`src/rtl/cacheline_adaptor_param.sv`:
```
// LLC <-> memory cacheline/burst converter: one LINE_WIDTH line <-> BEATS beats of BURST_WIDTH,
// tolerating gaps between beats and optionally aborting stalled bursts after TIMEOUT_CYCLES idle cycles.
//   state    | meaning
//   IDLE     | waiting for read_i/write_i; read wins when both are high
//   RD_BURST | collecting beats from memory into the line buffer
//   WR_BURST | presenting line slices to memory, one per resp_i
//   DONE     | one-cycle resp_o (err_o set if the burst timed out)
module cacheline_adaptor_param #(
  parameter int LINE_WIDTH     = 256,
  parameter int BURST_WIDTH    = 64,
  parameter int ADDR_WIDTH     = 32,
  parameter int TIMEOUT_CYCLES = 0
) (
  input  logic                   clk,
  input  logic                   reset,
  input  logic [LINE_WIDTH-1:0]  line_i,
  output logic [LINE_WIDTH-1:0]  line_o,
  input  logic [ADDR_WIDTH-1:0]  address_i,
  input  logic                   read_i,
  input  logic                   write_i,
  output logic                   resp_o,
  output logic                   err_o,
  output logic                   busy_o,
  input  logic [BURST_WIDTH-1:0] burst_i,
  output logic [BURST_WIDTH-1:0] burst_o,
  output logic [ADDR_WIDTH-1:0]  address_o,
  output logic                   read_o,
  output logic                   write_o,
  input  logic                   resp_i
);

  localparam int BEATS = LINE_WIDTH / BURST_WIDTH;
  localparam int CW    = (BEATS > 1) ? $clog2(BEATS) : 1;
  localparam int OFS   = $clog2(LINE_WIDTH / 8);
  localparam int TW    = (TIMEOUT_CYCLES > 1) ? $clog2(TIMEOUT_CYCLES) : 1;
  localparam int TLOAD = (TIMEOUT_CYCLES > 0) ? TIMEOUT_CYCLES - 1 : 0;
  localparam logic [ADDR_WIDTH-1:0] OFS_MASK = ADDR_WIDTH'((64'd1 << OFS) - 64'd1);

  generate
    if (BEATS < 2 || (LINE_WIDTH % BURST_WIDTH) != 0) begin : g_bad_params
      $error("cacheline_adaptor_param: LINE_WIDTH must be a multiple of BURST_WIDTH with at least 2 beats");
    end
  endgenerate

  typedef enum logic [1:0] {IDLE, RD_BURST, WR_BURST, DONE} state_t;

  state_t                  state, state_nxt;
  logic [CW-1:0]           cnt;
  logic [TW-1:0]           tmr;
  logic                    err_q;
  logic [ADDR_WIDTH-1:0]   addr_q;
  logic [LINE_WIDTH-1:0]   data_q;
  logic [LINE_WIDTH-1:0]   line_merged;
  logic                    in_burst;
  logic                    last_beat;
  logic                    timeout;

  assign in_burst  = (state == RD_BURST) || (state == WR_BURST);
  assign last_beat = resp_i && (cnt == CW'(BEATS - 1));
  // tmr is a down-counter reloaded on every beat; terminal count with no beat means a stall.
  assign timeout   = (TIMEOUT_CYCLES > 0) && in_burst && !resp_i && (tmr == '0);

  always_ff @(posedge clk) begin
    if (reset) state <= IDLE;
    else       state <= state_nxt;
  end

  always_comb begin
    state_nxt = state;
    case (state)
      IDLE: begin
        if (read_i)       state_nxt = RD_BURST;
        else if (write_i) state_nxt = WR_BURST;
      end
      RD_BURST, WR_BURST: begin
        if (last_beat || timeout) state_nxt = DONE;
      end
      DONE:    state_nxt = IDLE;
      default: state_nxt = IDLE;
    endcase
  end

  always_comb begin
    line_merged = data_q;
    line_merged[cnt*BURST_WIDTH +: BURST_WIDTH] = burst_i;
  end

  always_ff @(posedge clk) begin
    if (reset) begin
      cnt    <= '0;
      tmr    <= '0;
      err_q  <= 1'b0;
      addr_q <= '0;
      data_q <= '0;
      line_o <= '0;
    end else begin
      case (state)
        IDLE: begin
          cnt   <= '0;
          err_q <= 1'b0;
          tmr   <= TW'(TLOAD);
          if (read_i || write_i) addr_q <= address_i & ~OFS_MASK;
          if (!read_i && write_i) data_q <= line_i;
        end
        RD_BURST, WR_BURST: begin
          if (resp_i) begin
            tmr <= TW'(TLOAD);
            if (state == RD_BURST) data_q[cnt*BURST_WIDTH +: BURST_WIDTH] <= burst_i;
            if (last_beat) begin
              cnt <= '0;
              // only a complete read ever reaches line_o; aborted reads leave it untouched
              if (state == RD_BURST) line_o <= line_merged;
            end else begin
              cnt <= cnt + 1'b1;
            end
          end else if (timeout) begin
            err_q <= 1'b1;
            cnt   <= '0;
          end else begin
            tmr <= tmr - 1'b1;
          end
        end
        default: ;
      endcase
    end
  end

  always_comb begin
    read_o    = (state == RD_BURST);
    write_o   = (state == WR_BURST);
    resp_o    = (state == DONE);
    err_o     = (state == DONE) && err_q;
    busy_o    = (state != IDLE);
    address_o = addr_q;
    burst_o   = data_q[cnt*BURST_WIDTH +: BURST_WIDTH];
  end

endmodule
```
`config.mk`:
```
export PLATFORM = sky130hd
export DESIGN_NAME = cacheline_adaptor_param
export DESIGN_NICKNAME = d
export VERILOG_FILES = /design/src/rtl/cacheline_adaptor_param.sv
export SDC_FILE = /design/constraint.sdc
export NUM_CORES = 1
export LEC_CHECK = 0
export BUFFER_PORTS_ARGS = -buffer_cell sky130_fd_sc_hd__clkbuf_2
export CAP_MARGIN = 20
export CORE_AREA = 2 2 275 277
export DETAILED_ROUTE_END_ITERATION = 7
export DIE_AREA = 0 0 277 279
export SETUP_SLACK_MARGIN = 0.1
export SLEW_MARGIN = 25
export SYNTH_ARGS = -nofsm -noshare
export SYNTH_HDL_FRONTEND = slang
export SYNTH_SLANG_ARGS = --single-unit
```
`constraint.sdc`:
```
create_clock -name clk -period 3.64 [get_ports clk]
set_input_delay 0.364 -clock clk [delete_from_list [all_inputs] [get_ports clk]]
set_output_delay 0.364 -clock clk [all_outputs]
set_load 0.01 [all_outputs]
```
==> run summary <==
TritonCTS Sinks: 543
Htree depth: 2
Die height: 279 microns
I/O Buffers: 702
Setup TNS: 0 ns
CTS Buffer Depth: 3
Initial core utilization: 37.1%
Number of synthesized flops with an enable pin: 0
Placer Congestion: 0.873
Fillcell total: 7,286
Layout area overhead: 23.8%
I/O pin total: 714
CP endpoint kind: output port
Leak Pwr: 13.3 nW
Die X: 277 microns
Fraction of registers with async set/reset: 0%
Wirelength per Cell: 23.6 microns
Synthesized area: 27,500 sq um
Worst path arrival time: 2.54 ns
CP startpoint kind: flip-flop
Crit Path Category: flip-flop to output port
Synthesized flop and latch total: 543
Prevailing post-synth register cell: dfxtp_1
Initial DRC Count: 2,372
Nets@finish: 3,982
Status: complete, no violations
Row count: 100
Worst-Skew Late Latency: 0.64 ns
Crit path cell chain: buf_4 -> mux4_2 -> clkbuf_2
Crit path time final: 2.91 ns
Overall Global Routing Usage: 26.9%
Reg2Reg Setup Slack: 0.84 ns
Slowest-stage cell, CP: mux4_2
Worst min-delay path class: primary input to flip-flop
Final setup violation count: 0
Worst hold margin: 0.0318 ns
Synthesized instance count: 3,143
Max Cap Viol: 0
Slew margin rel.: 24.2%
First-pass GRT wire length: 164,000 microns
Largest net degree at the start of global routing: 192
Slew @ Worst Pin: 1.14 ns
Initial antenna violation count: 10
Register area share after synthesis: 39.5%
Most frequent cells in the layout: clkbuf_2 (701), dfxtp_1 (541), a21oi_1 (415)
Critical path's largest stage delay: 0.66 ns
Critical Path Fanout Max: 32
Grt total ovfl: 0
Reg clk slew, reported paths: 0.06 ns
Die area: 77,300 sq um
Req. time, crit path: 3.28 ns
Period utilization: 79.9%
Count of different cell masters after synthesis: 39
Core area: 74,100 sq um
Via/cell ratio: 5.96
TritonCTS buffer count: 61
Finished Core Util: 46.0%
Vias in the first global route: 26,500
Vias: 27,700
DRT Pass-1 Iters: 6
Final ANT Viol Nets: 0
Clk_skew: 0.0371 ns
Ratio of cells with drive above 1 in the final layout: 30.9%
Total wire length: 110,000 microns
YS warnings: 0
Dpl hpwl: 70,600 microns
Max Slew Vio Count: 0
RSZ-0062 raised after global routing: false
Pwr per Cell Area: 747 nW/um^2
Detailed-route DRC error count: 0
Most common cell after layout, fill and taps aside: clkbuf_2
Avg Synthesized Cell Area: 8.75 sq um
Root buf cell: clkbuf_16
TritonCTS clock tree: done
Max rail drop VDD: 0.00111 V
Final hold violations: 0
Achievable Freq: 0.344 GHz
## path summary, 6_finish.rpt
| kind | depth (start not counted) | end | from |
|---|---|---|---|
| worst max-delay path | 3 | burst_o[54] | cnt[0] |
| worst min-delay path | 3 | data_q[148] | line_i[148] |
| worst max register to register | 7 | data_q[177] | cnt[1] |
| worst min register to register | 2 | line_o[246] | line_o[246] |
## where the power goes
part           switching, mW  internal (mW)  total, mW
Combinational           6.99           4.34       11.3
Clock                   2.69           3.89       6.58
Sequential             0.638           6.87       7.50
## repair_timing
item,in CTS,in global routing
gates resized for setup,0,0
hold buffers,43,0
endpoints found under the hold margin,43,0
buffers inserted,0,0
## critical path, delay by kind of cell, from the launching register on
family / cells / cell delay, ns
buf+inv: 2 / 0.78
mux: 1 / 0.66
flops: 1 / 0.38
## cells by family after synthesis
group	synth area share (%)
fa+ha+maj	0.410
mux	5.33
other cells	0.0136
compound gates	33.0
flops	39.5
buf+inv	7.16
simple gates	14.6
## flip-flops by register name (all words and copies together), names as in the netlist
| name | flops |
|---|---|
| state | 2 |
| data_q | 256 |
| cnt | 2 |
| address_o | 27 |
| line_o | 256 |
## Yosys cell counts (2+ instances only)
cell | count | area [sq um]
nand4_1 | 3 | 18.8
a21oi_1 | 415 | 2080
a221oi_1 | 64 | 561
buf_2 | 169 | 846
mux4_2 | 64 | 1440
inv_2 | 2 | 7.51
and4bb_1 | 2 | 25.0
o32ai_2 | 163 | 2650
nor2_1 | 257 | 965
buf_1 | 13 | 48.8
nand3_1 | 64 | 320
dfxtp_1 | 543 | 10900
buf_4 | 31 | 233
ha_1 | 9 | 113
o32ai_1 | 93 | 815
a31oi_1 | 64 | 400
nand2_1 | 378 | 1420
o21ai_0 | 193 | 966
buf_6 | 4 | 45.0
a311oi_1 | 65 | 569
inv_1 | 7 | 26.3
clkbuf_1 | 203 | 762
a211oi_1 | 128 | 961
nor2b_1 | 194 | 1210
## metal layers
layer	vias up	share of wire, %	track usage (%)
li1	12600	-	-
met3	247	7.6	4.58
met1	13500	41	35.5
met4	0	3.9	11.5
met5	-	0	0
met2	1354	47	43.5
## cell type report
class | count | area [sq um] | share of cell area [%]
multi-input cells | 2176 | 14800 | 43.4
clock buffers | 92 | 1840 | 5.39
well taps | 969 | 1210 | 3.56
diodes | 10 | 25.0 | 0.0735
repair buffers | 825 | 4980 | 14.6
clock inverters | 24 | 284 | 0.834
inverters | 9 | 48.8 | 0.143
flip-flops and latches | 543 | 10900 | 32.0
## through the flow
step / cell area (sq um) / std cells / setup slack, ns / total power [mW]
finish: 34000 / 4648 / 0.733 / 25.4
global route: 34000 / 4648 / 0.637 / 26.7
CTS: 34000 / 4638 / 0.696 / 25.4
detailed placement: 31500 / 4479 / 0.923 / 18.8
global placement: 31500 / 4479 / 0.944 / 18.7
floorplan: 27500 / 3148 / 1.09 / 15.5
(Power assumes the default switching activity.)
